**src/rtl/toll_transaction_ctrl.sv**
```systemverilog
// Toll / recharge transaction controller: reads a vehicle balance from the
// balance RAM, charges or credits it, writes it back and drives the gate.
module toll_transaction_ctrl #(
    parameter int unsigned DATA_WIDTH = 8,
    parameter int unsigned ADDR_WIDTH = 4,
    parameter int unsigned GATE_HOLD  = 4
) (
    input  logic                  clk,
    input  logic                  rst_n,
    input  logic                  req_valid,
    output logic                  req_ready,
    input  logic [ADDR_WIDTH-1:0] req_id,
    input  logic [DATA_WIDTH-1:0] req_amount,
    input  logic                  req_recharge,
    output logic [ADDR_WIDTH-1:0] mem_addr,
    output logic                  mem_we,
    output logic [DATA_WIDTH-1:0] mem_wdata,
    input  logic [DATA_WIDTH-1:0] mem_rdata,
    output logic                  busy,
    output logic                  done,
    output logic                  approved,
    output logic                  denied,
    output logic                  saturated,
    output logic [DATA_WIDTH-1:0] balance_out,
    output logic                  gate_open
);

    localparam int unsigned CNT_W = 8;

    typedef enum logic [2:0] {
        S_IDLE,
        S_READ,
        S_CHECK,
        S_WRITE,
        S_GATE,
        S_DONE
    } state_t;

    state_t                state;
    state_t                state_next;
    logic [DATA_WIDTH-1:0] amount_q;
    logic                  recharge_q;
    logic [CNT_W-1:0]      gate_cnt;

    logic                  accept_c;
    logic [DATA_WIDTH:0]   sum_c;
    logic                  toll_ok_c;
    logic                  ok_c;
    logic [DATA_WIDTH-1:0] new_bal_c;

    // Balance arithmetic evaluated while mem_rdata is valid in CHECK
    always_comb begin
        accept_c  = req_valid && req_ready;
        sum_c     = {1'b0, mem_rdata} + {1'b0, amount_q};
        toll_ok_c = (mem_rdata >= amount_q);
        ok_c      = recharge_q || toll_ok_c;
        new_bal_c = mem_rdata - amount_q;
        if (recharge_q) begin
            new_bal_c = sum_c[DATA_WIDTH] ? '1 : sum_c[DATA_WIDTH-1:0];
        end
    end

    // Next-state logic
    always_comb begin
        state_next = state;
        case (state)
            S_IDLE:  if (accept_c) state_next = S_READ;
            S_READ:  state_next = S_CHECK;
            S_CHECK: state_next = ok_c ? S_WRITE : S_DONE;
            S_WRITE: state_next = recharge_q ? S_DONE : S_GATE;
            S_GATE:  if (gate_cnt <= CNT_W'(1)) state_next = S_DONE;
            S_DONE:  state_next = S_IDLE;
            default: state_next = S_IDLE;
        endcase
    end

    // State register
    always_ff @(posedge clk or negedge rst_n) begin
        if (!rst_n) state <= S_IDLE;
        else        state <= state_next;
    end

    // Registered outputs, latched request and datapath registers
    always_ff @(posedge clk or negedge rst_n) begin
        if (!rst_n) begin
            req_ready   <= 1'b1;
            busy        <= 1'b0;
            mem_we      <= 1'b0;
            gate_open   <= 1'b0;
            done        <= 1'b0;
            mem_addr    <= '0;
            mem_wdata   <= '0;
            amount_q    <= '0;
            recharge_q  <= 1'b0;
            approved    <= 1'b0;
            denied      <= 1'b0;
            saturated   <= 1'b0;
            balance_out <= '0;
            gate_cnt    <= '0;
        end else begin
            req_ready <= (state_next == S_IDLE);
            busy      <= (state_next != S_IDLE);
            mem_we    <= (state_next == S_WRITE);
            gate_open <= (state_next == S_GATE);
            done      <= (state_next == S_DONE);
            case (state)
                S_IDLE: begin
                    if (accept_c) begin
                        mem_addr   <= req_id;
                        amount_q   <= req_amount;
                        recharge_q <= req_recharge;
                        approved   <= 1'b0;
                        denied     <= 1'b0;
                        saturated  <= 1'b0;
                    end
                end
                S_CHECK: begin
                    approved    <= ok_c;
                    denied      <= !ok_c;
                    saturated   <= recharge_q && sum_c[DATA_WIDTH];
                    balance_out <= ok_c ? new_bal_c : mem_rdata;
                    mem_wdata   <= new_bal_c;
                end
                S_WRITE: gate_cnt <= CNT_W'(GATE_HOLD);
                S_GATE:  gate_cnt <= gate_cnt - CNT_W'(1);
                default: ;
            endcase
        end
    end

endmodule

```
**config.mk**
```make
export PLATFORM = sky130hd
export DESIGN_NAME = toll_transaction_ctrl
export DESIGN_NICKNAME = d
export VERILOG_FILES = /design/src/rtl/toll_transaction_ctrl.sv
export SDC_FILE = /design/constraint.sdc
export NUM_CORES = 1
export LEC_CHECK = 0
export CORE_MARGIN = 10
export CORE_UTILIZATION = 40
export DETAILED_ROUTE_END_ITERATION = 6
export PLACE_DENSITY = 0.72
export SLEW_MARGIN = 25
export SYNTH_ARGS = -nofsm -noshare
export SYNTH_HDL_FRONTEND = slang
export SYNTH_SLANG_ARGS = --single-unit
```
**constraint.sdc**
```tcl
create_clock -name clk -period 2.9 [get_ports clk]
set_input_delay 0.58 -clock clk [delete_from_list [all_inputs] [get_ports clk]]
set_output_delay 0.58 -clock clk [all_outputs]
set_load 0.005 [all_outputs]
```
==> impl_metrics.json, run 1 <==
{
  "io_pins": 52,
  "number_of_buffers_added_by_the_clock_tree_synthesis_step": 5,
  "final_period_util_pct": 95.2,
  "grt_pass1_vias": 2549,
  "insertedDiodeCount": 0,
  "port_buffers": 51,
  "critical_path_peak_fanout": 6,
  "gr_usage_total_pct": 13.5,
  "detail-route-antenna-nets": 0,
  "drc": 0,
  "setup_viol_count_final": 0,
  "clock_path_buffers": 2,
  "cts_clock_pin_slew_for_the_worst_setup_and_hold_paths_ns": 0.09,
  "element_type_at_the_critical_path_end": "flip-flop",
  "grt_max_degree": 31,
  "minimum_setup_slack_in_the_final_design_ns": 0.140,
  "setup.reg_to_reg.worst_slack_ns": 0.38,
  "mapped_cells": 300,
  "synth_top_cell_area_share_pct": 42.0,
  "detailedRoute.firstPassIterationCount": 4,
  "tightest_slew_ns": 0.861,
  "tritoncts_num_sinks": 48,
  "worst_path_max_delay_cell": "sky130_fd_sc_hd__clkdlybuf4s50_1",
  "clock_skew_ns": 0.00883,
  "cts_hold_repair.buffers": 0,
  "finalHoldViolCount": 0,
  "worst_skew_pair.late_latency_ns": 0.31,
  "die_width_um": 104,
  "total_power_mw": 4.18,
  "syn-mean-instance-area_um2": 9.33,
  "total_of_flip_flops_plus_latches_after_synthesis": 48,
  "tritoncts": "built",
  "routed_wirelength_um": 7090,
  "vdd_drop_max_mv": 0.478,
  "synth_cell_type_count": 50,
  "detailroute.via_count": 2397,
  "place_worst_setup_slack_ns": -0.337,
  "timing_limited_maximum_frequency_mhz": 362,
  "synthArstFlopShare_pct": 100,
  "flow.area_growth_from_synthesis_pct": 33.9,
  "worst-path-buf-inv": 4,
  "run_status": "completed",
  "dominantRegCellSynth": "sky130_fd_sc_hd__dfrtp_1",
  "yosys.cell_count.top_type": "sky130_fd_sc_hd__dfrtp_1",
  "yosysTopAreaCell": "sky130_fd_sc_hd__dfrtp_1",
  "core_area_um2": 6790,
  "htree_levels": 2,
  "critical_path.top_delay_family": "compound AO/OA/AOI/OAI gates",
  "startpoint_type": "input pin",
  "floorplan.rows": 30,
  "global_route.overflow_total": 0,
  "finalMaxSlewViolations": 0,
  "synthTopCellsByCount": "sky130_fd_sc_hd__dfrtp_1, sky130_fd_sc_hd__nand2_1, sky130_fd_sc_hd__nor2_1",
  "synth_edf_count": 0,
  "worstPathRequired_ns": 3.13,
  "ys_top_cells_by_area": "sky130_fd_sc_hd__dfrtp_1, sky130_fd_sc_hd__ha_1, sky130_fd_sc_hd__o21ai_0, sky130_fd_sc_hd__nand2_1, sky130_fd_sc_hd__nor2_1",
  "layout-drive-gt1-share_pct": 16.6,
  "worst_path_largest_cell_delay_ns": 0.48,
  "hold_path_class": "in2async",
  "gp_congestion": 0.877,
  "path_cells": "clkdlybuf4s50_1, inv_1, fa_2, o21ba_1, a2111o_1, a2bb2oi_4, nor2_4, buf_2, buf_4, nand3_1, a21oi_2, o21ai_1",
  "p_per_cell_area_nw_per_um2": 1110,
  "route.detailed.wl_per_inst_um": 14.9,
  "synth_seq_area_share_pct": 43.0,
  "post_drt_via_cell_ratio": 5.05,
  "syn-cell-area_um2": 2800,
  "drtIter0Drc": 159,
  "number_of_antenna_violations_at_the_first_check_in_global_routing": 0,
  "post-dp-hpwl_um": 5530,
  "fin_nets": 422,
  "power.leakage_nw": 1.69,
  "timing.max_cap.violations": 0,
  "area_enclosed_by_the_die_boundary_um2": 10700,
  "grt_pass1_wl_um": 12300,
  "cts.root.buffer_cell": "sky130_fd_sc_hd__clkbuf_8",
  "synth_fp_nets": 344,
  "critPathArrivalTime_ns": 2.99,
  "starting_density_of_the_core_pct": 41.2,
  "floorplan.die.height_um": 104,
  "synth-warning-count": 0,
  "slew-limit-headroom_pct": 42.6,
  "layout_min_cycle_time_ns": 2.76,
  "worstSetupPathType": "in2reg"
}
-- through the flow --
| stage | TNS [ns] | std cells | util [%] | hold slack [ns] | instance area (µm²) |
|---|---|---|---|---|---|
| final | 0 | 475 | 55.2 | 0.294 | 3750 |
| after global routing | -0.00144 | 475 | 55.2 | 0.335 | 3750 |
| after CTS | 0 | 471 | 54.5 | 0.316 | 3710 |
| after detailed placement | -4.71 | 463 | 52.8 | 0.470 | 3580 |
| after global placement | -3.38 | 463 | 52.8 | 0.464 | 3580 |
| after floorplan | 0 | 300 | - | 0.284 | 2800 |
-- power breakdown --
part / internal [mW] / switching, mW
Combinational: 1.24 / 1.16
Sequential: 0.983 / 0.261
Clock: 0.282 / 0.246
-- final cells by class --
cell class	instances	area (µm²)
inverters	20	75.1
clock inverters	2	38.8
well taps	96	120
clock buffers	6	82.6
multi-input cells	218	1470
flip-flops and latches	48	1200
repair buffers	85	761
fillers	644	3050
-- cell usage in the layout (no fill, tap or decap), types with 3 or more instances in the layout --
master	count
sky130_fd_sc_hd__o21ai_0	24
sky130_fd_sc_hd__mux2_2	5
sky130_fd_sc_hd__a31oi_1	5
sky130_fd_sc_hd__ha_1	17
sky130_fd_sc_hd__a221oi_1	3
sky130_fd_sc_hd__and3_1	5
sky130_fd_sc_hd__xnor2_1	4
sky130_fd_sc_hd__or4_1	3
sky130_fd_sc_hd__nor2b_1	6
sky130_fd_sc_hd__o21a_1	5
sky130_fd_sc_hd__mux2i_1	3
sky130_fd_sc_hd__nor2_1	26
sky130_fd_sc_hd__o21ai_1	7
sky130_fd_sc_hd__clkbuf_8	6
sky130_fd_sc_hd__inv_1	19
sky130_fd_sc_hd__nand3_1	9
sky130_fd_sc_hd__nor3_1	4
sky130_fd_sc_hd__a21o_1	4
sky130_fd_sc_hd__nand2_1	31
sky130_fd_sc_hd__a21oi_1	19
sky130_fd_sc_hd__buf_4	33
sky130_fd_sc_hd__clkdlybuf4s50_1	49
sky130_fd_sc_hd__dfrtp_1	47
sky130_fd_sc_hd__nand2b_1	5
-- kinds of logic (layout without fill, tap and decap cells) --
kind of cell | after synthesis | in the layout | share of synthesized area [%]
AO/OA/AOI/OAI | 89 | 89 | 21.7
XOR/XNOR | 4 | 4 | 1.25
adder cells (fa/ha/maj) | 20 | 20 | 9.48
buffers and inverters | 34 | 113 | 4.96
flip-flops | 48 | 48 | 43.0
multiplexers | 8 | 8 | 3.09
AND/OR/NAND/NOR | 97 | 97 | 16.5
-- worst reg2reg max path, stage by stage (launching register included) --
cell	delay [ns]
sky130_fd_sc_hd__dfrtp_1	0.40
sky130_fd_sc_hd__ha_2	0.20
sky130_fd_sc_hd__inv_1	0.05
sky130_fd_sc_hd__fa_2	0.33
sky130_fd_sc_hd__o21ba_1	0.20
sky130_fd_sc_hd__a2111o_1	0.42
sky130_fd_sc_hd__a2bb2oi_4	0.19
sky130_fd_sc_hd__nor2_4	0.08
sky130_fd_sc_hd__buf_2	0.17
sky130_fd_sc_hd__buf_4	0.13
sky130_fd_sc_hd__nand3_1	0.09
sky130_fd_sc_hd__a21oi_2	0.07
sky130_fd_sc_hd__o21ai_1	0.12
-- path summary, 6_finish.rpt --
path / startpoint / to / cells after the start
setup / recovery: mem_rdata[1] / balance_out[6] / 12
hold / removal: rst_n / amount_q[7] / 1
setup reg to reg: amount_q[0] / balance_out[6] / 12
hold reg to reg: gate_cnt[6] / gate_cnt[6] / 1
max in group asynchronous: rst_n / balance_out[5] / 2
min in group clk: gate_cnt[6] / gate_cnt[6] / 1
-- state kept, by name, indices dropped and copies added (netlist names), 3 cells and up --
signal / flops
state: 3
mem_addr: 4
balance_out: 8
amount_q: 8
gate_cnt: 8
mem_wdata: 8
-- timing repair --
item,4_1_cts,5_1_grt
gates resized for setup,0,6
buffers inserted,0,4
setup endpoints to repair,0,19
-- layer usage --
layer | global-route usage [%] | vias to the layer above | routed length [µm] | part of all wire, %
met1 | 16.3 | 1128 | 3240 | 46
met4 | 5.14 | 0 | 139 | 2.0
met5 | 0 | - | 0 | 0
met3 | 4.21 | 10 | 470 | 6.6
li1 | - | 1202 | - | -
met2 | 21.8 | 57 | 3240 | 46
Note: power is estimated with default switching activity, not from simulation.
==> run 2: changes to the inputs <==
--- a/config.mk
+++ b/config.mk
@@ -5,10 +5,11 @@
 export SDC_FILE = /design/constraint.sdc
 export NUM_CORES = 1
 export LEC_CHECK = 0
+export CAP_MARGIN = 25
 export CORE_MARGIN = 10
 export CORE_UTILIZATION = 40
 export DETAILED_ROUTE_END_ITERATION = 6
-export PLACE_DENSITY = 0.72
+export PLACE_DENSITY = 0.64
 export SLEW_MARGIN = 25
 export SYNTH_ARGS = -nofsm -noshare
 export SYNTH_HDL_FRONTEND = slang
==> impl_metrics.json, run 2 (synthesis results as in run 1) <==
{
  "run_status": "completed",
  "starting_density_of_the_core_pct": 41.2,
  "die_width_um": 104,
  "comb_power_share_pct": 58.0,
  "setup.reg_to_reg.worst_slack_ns": 0.40,
  "tritoncts": "built",
  "final.setup.tns_ns": 0,
  "layout_min_cycle_time_ns": 2.77,
  "finalMaxSlewViolations": 0,
  "timing_limited_maximum_frequency_mhz": 361,
  "setup_viol_count_final": 0,
  "io_pins": 52,
  "utilization_pct": 53.7,
  "detailroute.via_count": 2329,
  "fillerInstances": 641,
  "power.sequential.fraction_pct": 31.1,
  "route.detailed.wl_per_inst_um": 14.8,
  "place_worst_setup_slack_ns": -0.331,
  "hold_path_class": "in2async",
  "drtIter0Drc": 112,
  "worstPathRequired_ns": 3.13,
  "timing.max_cap.violations": 0,
  "element_type_at_the_critical_path_end": "flip-flop",
  "detail-route-antenna-nets": 0,
  "drc": 0,
  "routed_wirelength_um": 6870,
  "post-dp-hpwl_um": 5340,
  "placed_cells": 456,
  "tightest_slew_ns": 0.939,
  "finalHoldViolCount": 0,
  "final-instance-count-excl-fill": 464,
  "worst_skew_pair.late_latency_ns": 0.31,
  "fin_nets": 411,
  "floorplan.rows": 30,
  "grt_pass1_wl_um": 11300,
  "p_per_cell_area_nw_per_um2": 1090,
  "post_drt_via_cell_ratio": 5.02,
  "layout.cells.most_common": "sky130_fd_sc_hd__clkdlybuf4s50_1",
  "layout-drive-gt1-share_pct": 13.6,
  "p_sw_mw": 1.63,
  "grt_max_degree": 34,
  "floorplan.die.height_um": 104,
  "setup_repair_after_global_routing_missed_its_margin": "false",
  "insertedDiodeCount": 0,
  "vdd_drop_max_mv": 0.417,
  "startpoint_type": "input pin",
  "port_buffers": 51,
  "critPathArrivalTime_ns": 3.00,
  "global_route.overflow_total": 0,
  "clock_path_buffers": 2,
  "core_area_um2": 6790,
  "number_of_buffers_added_by_the_clock_tree_synthesis_step": 5,
  "tritoncts_num_sinks": 48,
  "internal_power_mw": 2.37,
  "minimum_setup_slack_in_the_final_design_ns": 0.128,
  "clock_skew_ns": 0.00597,
  "detailedRoute.firstPassIterationCount": 4,
  "most-common-layout-cells": "sky130_fd_sc_hd__clkdlybuf4s50_1, sky130_fd_sc_hd__dfrtp_1, sky130_fd_sc_hd__nand2_1, sky130_fd_sc_hd__nor2_1, sky130_fd_sc_hd__o21ai_0",
  "htree_levels": 2,
  "power.leakage_nw": 1.63,
  "hold_slack_ns": 0.176,
  "slew-limit-headroom_pct": 37.4,
  "flow.area_growth_from_synthesis_pct": 30.5,
  "cts.root.buffer_cell": "sky130_fd_sc_hd__clkbuf_8",
  "gr_usage_total_pct": 12.4,
  "worstSetupPathType": "in2reg",
  "cts_post_setup_buffers_inserted": 0,
  "p_sw_share_pct": 40.8,
  "number_of_antenna_violations_at_the_first_check_in_global_routing": 0,
  "grt_pass1_vias": 2282,
  "area_enclosed_by_the_die_boundary_um2": 10700,
  "critical_path_peak_fanout": 9,
  "final_period_util_pct": 95.6,
  "gp_congestion": 0.887,
  "cts_clock_pin_slew_for_the_worst_setup_and_hold_paths_ns": 0.09,
  "power.clock.fraction_pct": 10.9
}
run 2: path summary, 6_finish.rpt:
kind                            cells past startpoint             end          from
worst min register to register                      1     gate_cnt[6]   gate_cnt[6]
max in group asynchronous                           2       req_ready         rst_n
worst max-delay path                               10  balance_out[6]  mem_rdata[1]
worst max register to register                     10  balance_out[6]   amount_q[0]
worst min-delay path                                1     amount_q[5]         rst_n
min in group clk                                    1     gate_cnt[6]   gate_cnt[6]
run 2: layer usage:
layer | GRT usage (%) | vias up | wire [µm]
li1 | - | 1179 | -
met1 | 16.5 | 1084 | 3250
met2 | 19.1 | 60 | 3110
met3 | 3.41 | 6 | 428
met4 | 4.03 | 0 | 83
met5 | 0 | - | 0
run 2: area by class of cell:
| class | count | area [µm²] | share of cell area (%) |
|---|---|---|---|
| clock inverters | 2 | 13.8 | 0.377 |
| flip-flops and latches | 48 | 1200 | 32.9 |
| well taps | 96 | 120 | 3.29 |
| clock buffers | 6 | 82.6 | 2.26 |
| repair buffers | 74 | 693 | 19.0 |
| multi-input cells | 218 | 1460 | 40.1 |
| inverters | 20 | 75.1 | 2.06 |
run 2: power groups by stage:
stage                     Combinational (mW)  Clock, mW  Sequential, mW
after CTS                               2.33      0.454            1.24
after floorplan                         1.46          0            1.17
after global routing                    2.59      0.481            1.29
after global placement                  2.29          0            1.25
after detailed placement                2.32          0            1.25
final                                   2.32      0.437            1.24
run 2: timing repair:
item | CTS | global route
hold endpoints to repair | 0 | 0
resized for setup | 0 | 3
pin swaps | 2 | 2
endpoints found under the setup margin | 2 | 8
hold buffers | 0 | 0
run 2: worst max-delay path, stage by stage:
cell	delay [ns]
sky130_fd_sc_hd__clkdlybuf4s50_1	0.48
sky130_fd_sc_hd__inv_1	0.09
sky130_fd_sc_hd__fa_2	0.39
sky130_fd_sc_hd__o21ba_1	0.18
sky130_fd_sc_hd__a2111o_1	0.46
sky130_fd_sc_hd__a2bb2oi_4	0.22
sky130_fd_sc_hd__nor2_4	0.09
sky130_fd_sc_hd__a221oi_2	0.27
sky130_fd_sc_hd__a21oi_1	0.08
sky130_fd_sc_hd__o21ai_1	0.14
run 2: metrics by stage:
stage	power (mW)	instance area, µm²
finish	4.00	3650
floorplan	2.62	2800
CTS	4.03	3640
global placement	3.54	3540
detailed placement	3.57	3540
global route	4.36	3650
==> run 3: changes to the inputs <==
--- a/config.mk
+++ b/config.mk
@@ -5,6 +5,7 @@
 export SDC_FILE = /design/constraint.sdc
 export NUM_CORES = 1
 export LEC_CHECK = 0
+export ABC_CLOCK_PERIOD_IN_PS = 2900
 export CAP_MARGIN = 25
 export CORE_MARGIN = 10
 export CORE_UTILIZATION = 40
==> results of run 3 <==
Same layout as run 2: the final DEF is identical, and so are final timing and power.
==> variant 1: new RTL, flow settings as in run 3 <==
Re-encode `state_t` (6 states) as Gray code, 3 bits wide.
--- a/src/rtl/toll_transaction_ctrl.sv
+++ b/src/rtl/toll_transaction_ctrl.sv
@@ -30,8 +30,8 @@
     typedef enum logic [2:0] {
-        S_IDLE,
-        S_READ,
-        S_CHECK,
-        S_WRITE,
-        S_GATE,
-        S_DONE
+        S_IDLE  = 3'b000,
+        S_READ  = 3'b001,
+        S_CHECK = 3'b011,
+        S_WRITE = 3'b010,
+        S_GATE  = 3'b110,
+        S_DONE  = 3'b111
     } state_t;
Check against the original RTL: same outputs for any inputs over 10 cycles, from zero or initial values and one cycle with rst_n low; not proved beyond that.
==> variant 1 against run 3 <==
Sequential power about the same. Highest routed layer unchanged. Routed wire length increased by 13%. Sequential share of layout area decreased by 1.4 points. Total power increased by 9.9%. Global-route usage increased by 1.9 points. Critical path type unchanged. Cell area increased by 4.4%. Non-clock buffer count increased by 13. Sequential cell count unchanged. Combinational power increased by 15%. Area after synthesis increased by 2.3%. Worst setup slack improved by 0.12 ns.
==> variant 1: results (changes against run 3) <==
{
  "status": {"value": "complete, no violations", "change": "unchanged"},
  "synth_top_cells_by_count": {"value": "47 x dfrtp_1, 35 x nand2_1, 28 x o21ai_0", "change": "was 47 x dfrtp_1, 31 x nand2_1, 27 x nor2_1"},
  "grt_use_met2": {"value": 23.4, "unit": "%", "change": "was 19.1%"},
  "place.detailed.instances": {"value": 473, "change": "was 456"},
  "globalRouteMet1Util": {"value": 18.8, "unit": "%", "change": "was 16.5%"},
  "synth_xor_xnor_area_share": {"value": 0.918, "unit": "%", "change": "was 1.25%"},
  "grt_max_degree": {"value": 31, "change": "was 34"},
  "synth_adder_area_share": {"value": 9.27, "unit": "%", "change": "was 9.48%"},
  "routed_wire_per_std_cell": {"value": 16.1, "unit": "um", "change": "was 14.8 um"},
  "synth_compound_gate_area_share": {"value": 24.4, "unit": "%", "change": "was 21.7%"},
  "peak_ir_drop_on_the_vdd_network": {"value": 0.000531, "unit": "V", "change": "was 0.000417 V"},
  "totalWireLength": {"value": 7.74, "unit": "mm", "change": "was 6.87 mm"},
  "met1Wirelength": {"value": 3.63, "unit": "mm", "change": "was 3.25 mm"},
  "detailedRoute.firstIterationViolations": {"value": 118, "change": "was 112"},
  "mappedNetlistNets": {"value": 349, "change": "was 344"},
  "synth.yosys.seq_area_share": {"value": 42.0, "unit": "%", "change": "was 43.0%"},
  "die_x": {"value": 105, "unit": "um", "change": "was 104 um"},
  "dp.final_hpwl": {"value": 6.09, "unit": "mm", "change": "was 5.34 mm"},
  "globalRouteMet3Util": {"value": 3.44, "unit": "%", "change": "was 3.41%"},
  "clock_skew": {"value": 0.00796, "unit": "ns", "change": "was 0.00597 ns"},
  "netlist-cell-type-count": {"value": 57, "change": "was 50"},
  "num-nets-final": {"value": 428, "change": "was 411"},
  "power_leakage": {"value": 0.00172, "unit": "uW", "change": "was 0.00163 uW"},
  "critical_path.max_fanout": {"value": 6, "change": "was 9"},
  "detailroute.wirelength.met3": {"value": 358, "unit": "um", "change": "was 428 um"},
  "grt_pass1_wl": {"value": 13.0, "unit": "mm", "change": "was 11.3 mm"},
  "avgViaCountPerCell": {"value": 5.23, "change": "was 5.02"}
}
[variant 1: cell types whose count changed after synthesis, sizes merged, moves of 4 or more]
cell and delta:
nand3 -4, nor2 -5, a221oi -4, nor3 +4, o31ai +6, nand2 +4
[variant 1: path summary, 6_finish.rpt]
kind,from,cells after the start,to,slack [ns]
max reg2reg,amount_q[0]$_DFFE_PN0P_,10,balance_out[7]$_DFFE_PN0P_,0.54
max,mem_rdata[1],10,balance_out[7]$_DFFE_PN0P_,0.25
min in group clk,approved$_DFFE_PN0P_,1,approved$_DFFE_PN0P_,0.49
min reg2reg,approved$_DFFE_PN0P_,1,approved$_DFFE_PN0P_,0.49
max in group asynchronous,rst_n,2,req_ready$_DFF_PN1_,1.91
min,rst_n,1,mem_wdata[5]$_DFFE_PN0P_,0.21
[variant 1: final cells by class]
| type | count | area [um2] | share of cell area, % |
|---|---|---|---|
| clock buffers | 5 | 68.8 | 1.81 |
| clock inverters | 3 | 42.5 | 1.12 |
| inverters | 22 | 82.6 | 2.17 |
| multi-input cells | 220 | 1520 | 39.8 |
| flip-flops and latches | 48 | 1200 | 31.5 |
| well taps | 96 | 120 | 3.15 |
| repair buffers | 87 | 778 | 20.4 |
[variant 1: power breakdown]
group,total (uW),internal [uW],switching [uW]
registers,1240,986,252
logic,2660,1360,1300
clock network,496,256,241
total,4390,2600,1790
[variant 1: metrics by stage]
step | setup TNS, ns | instance area, um2 | util, %
after floorplan | 0 | 2860 | -
after global placement | -1.23 | 3670 | 53.5
after detailed placement | -2.33 | 3670 | 53.5
after CTS | 0 | 3790 | 55.1
after global routing | 0 | 3810 | 55.5
final | 0 | 3810 | 55.5
[variant 1: what timing repair did]
action                     CTS  global route
gates resized for setup      0             6
setup endpoints to repair    0             6
setup buffers                0             0
==> variant 2: new RTL, flow settings as in run 3 <==
Made on the original files. The localparam `CNT_W` goes from 8 to 6.
--- a/src/rtl/toll_transaction_ctrl.sv
+++ b/src/rtl/toll_transaction_ctrl.sv
@@ -27,3 +27,3 @@
 
-    localparam int unsigned CNT_W = 8;
+    localparam int unsigned CNT_W = 6;
 
Function: no difference found for any inputs over 10 cycles, from zero or initial values and one cycle with rst_n low; that may be too few to reach the edited logic, so the function may still have changed.
==> variant 2 against run 3 <==
Total power is 3.2% higher. Sequential cell count is 2 lower. Routed wire length is 3.3% higher. Area after synthesis is 0.49% lower. Sequential power is 5% lower. Cell count is 1.7% lower. Cell area is 1.6% lower. Global-route usage is 1.5 points higher. Clock power is 14% higher. Worst setup slack better by 0.15 ns. Worst hold slack better by 0.085 ns.
==> variant 2: results (changes against run 3) <==
{
  "htreeDepth": {"value": 2, "change": "unchanged"},
  "detailedRoute.firstIterationViolations": {"value": 159, "change": "was 112"},
  "numPortBuffers": {"value": 51, "change": "unchanged"},
  "final_layout_size_suffix_gt1_share": {"value": 13.3, "unit": "%", "change": "was 13.6%"},
  "mappedNetlistNets": {"value": 340, "change": "was 344"},
  "power.share.switching": {"value": 41.5, "unit": "%", "change": "was 40.8%"},
  "dp.final_hpwl": {"value": 5.59, "unit": "mm", "change": "was 5.34 mm"},
  "avgViaCountPerCell": {"value": 5.18, "change": "was 5.02"},
  "number_of_antenna_violations_at_the_first_check_in_global_routing": {"value": 0, "change": "unchanged"},
  "insertion_delay": {"value": 0.30, "unit": "ns"},
  "yosys-top-cells-area": {"value": "dfrtp_1 40%, ha_1 8.1%, nand2_1 5.7%", "change": "was dfrtp_1 42%, ha_1 8.1%, o21ai_0 4.3%"},
  "cts-root-buf": {"value": "clkbuf_8", "change": "unchanged"},
  "status": {"value": "complete, no violations", "change": "unchanged"},
  "clk_pin_slew_worst_paths": {"value": 0.10, "unit": "ns"},
  "biggestRegsByFlops": {"value": "amount_q x8, balance_out x8, mem_wdata x8"},
  "clock_skew": {"value": 0.0101, "unit": "ns", "change": "was 0.00597 ns"},
  "postCtsSetupRepairBufs": {"value": 0, "change": "unchanged"},
  "synth.yosys.seq_area_share": {"value": 41.4, "unit": "%", "change": "was 43.0%"},
  "diodes": {"value": 0, "change": "unchanged"},
  "track_usage": {"value": 13.9, "unit": "%", "change": "was 12.4%"},
  "worst_slew_margin_rel": {"value": 46.7, "unit": "%", "change": "was 37.4%"},
  "synth_warnings": {"value": 0, "change": "unchanged"},
  "firstDrtPassIters": {"value": 4, "change": "unchanged"},
  "power_leakage": {"value": 0.00160, "unit": "uW", "change": "was 0.00163 uW"},
  "cp_data_arrival_time": {"value": 2.81, "unit": "ns", "change": "was 3.00 ns"},
  "num-nets-final": {"value": 403, "change": "was 411"},
  "finalWeightedCongestion": {"value": 0.869, "change": "was 0.887"},
  "synth_top_cells_by_count": {"value": "45 x dfrtp_1, 42 x nand2_1, 23 x nor2_1", "change": "was 47 x dfrtp_1, 31 x nand2_1, 27 x nor2_1"},
  "critical_path.max_fanout": {"value": 12, "change": "was 9"},
  "area_of_placed_instances": {"value": 3480, "unit": "um2", "change": "was 3540 um2"},
  "clock_path_buffers": {"value": 2, "change": "unchanged"},
  "netlist-cell-type-count": {"value": 58, "change": "was 50"},
  "grt_pass1_wl": {"value": 11.7, "unit": "mm", "change": "was 11.3 mm"},
  "grt_max_degree": {"value": 47, "change": "was 34"},
  "synth-main-ff-cell": {"value": "dfrtp_1", "change": "unchanged"},
  "grt_pass1_vias": {"value": 2426, "change": "was 2,282"},
  "peak_ir_drop_on_the_vdd_network": {"value": 0.000467, "unit": "V", "change": "was 0.000417 V"},
  "proportion_of_synthesized_flip_flops_having_asynchronous_set_or_reset": {"value": 100, "unit": "%", "change": "unchanged"},
  "totalWireLength": {"value": 7.09, "unit": "mm", "change": "was 6.87 mm"}
}
variant 2: final timing paths:
check	slack, ns	cells past startpoint	endpoint	from
max	0.28	9	done$_DFF_PN0_	mem_rdata[0]
max reg2reg	0.70	8	mem_wdata[7]$_DFFE_PN0P_	amount_q[1]$_DFFE_PN0P_
min	0.26	1	amount_q[4]$_DFFE_PN0P_	rst_n
min reg2reg	0.49	2	mem_wdata[4]$_DFFE_PN0P_	mem_wdata[4]$_DFFE_PN0P_
max in group asynchronous	2.22	1	amount_q[7]$_DFFE_PN0P_	rst_n
min in group clk	0.49	2	mem_wdata[4]$_DFFE_PN0P_	mem_wdata[4]$_DFFE_PN0P_
variant 2: metrics by stage:
step | hold WS (ns) | TNS [ns] | power, uW | setup slack [ns] | std cells
after floorplan | 0.284 | 0 | 2710 | 0.750 | 296
after global routing | 0.303 | 0 | 4480 | 0.130 | 456
after detailed placement | 0.475 | -0.0471 | 3650 | -0.0248 | 448
after global placement | 0.462 | -0.0325 | 3590 | -0.0202 | 448
final | 0.262 | 0 | 4120 | 0.276 | 456
after CTS | 0.296 | 0 | 4160 | 0.298 | 456
variant 2: cells by family (layout without fill, tap and decap cells):
family / after synthesis / count (layout) / synth area share [%]
simple gates: 102 / 102 / 17.9
mux: 11 / 11 / 4.22
buf+inv: 36 / 100 / 5.66
xor+xnor: 7 / 7 / 2.20
fa+ha+maj: 20 / 20 / 9.53
compound gates: 74 / 74 / 19.1
flops: 46 / 46 / 41.4
variant 2: critical path, cell delays in order:
cell and delay, ns:
clkdlybuf4s50_1 0.50, inv_1 0.05, ha_1 0.22, fa_1 0.40, o21ai_1 0.28, o211ai_2 0.16, and2_4 0.21, o21ai_1 0.26
a21boi_0 0.14
variant 2: final cells by class:
cell class / instances / area, um2
clock buffer: 5 / 68.8
sequential: 46 / 1150
timing repair buffer: 70 / 651
multi-input combinational: 214 / 1470
tap: 96 / 120
inverter: 22 / 82.6
clock inverter: 3 / 43.8
fill: 632 / 3200
variant 2: power by group through the flow:
stage	combinational (uW)	clock [uW]	sequential, uW
after floorplan	1580	0	1130
after global placement	2400	0	1190
after detailed placement	2450	0	1200
after CTS	2460	515	1190
after global routing	2720	534	1230
final	2440	497	1180
variant 2: layer usage:
metal	vias up	part of all wire (%)	GRT usage [%]	routed length (um)
met5	-	0	0	0
met1	1132	46	17.8	3240
li1	1153	-	-	-
met3	13	5.9	2.86	422
met4	0	2.6	7.17	186
met2	64	46	21.6	3240
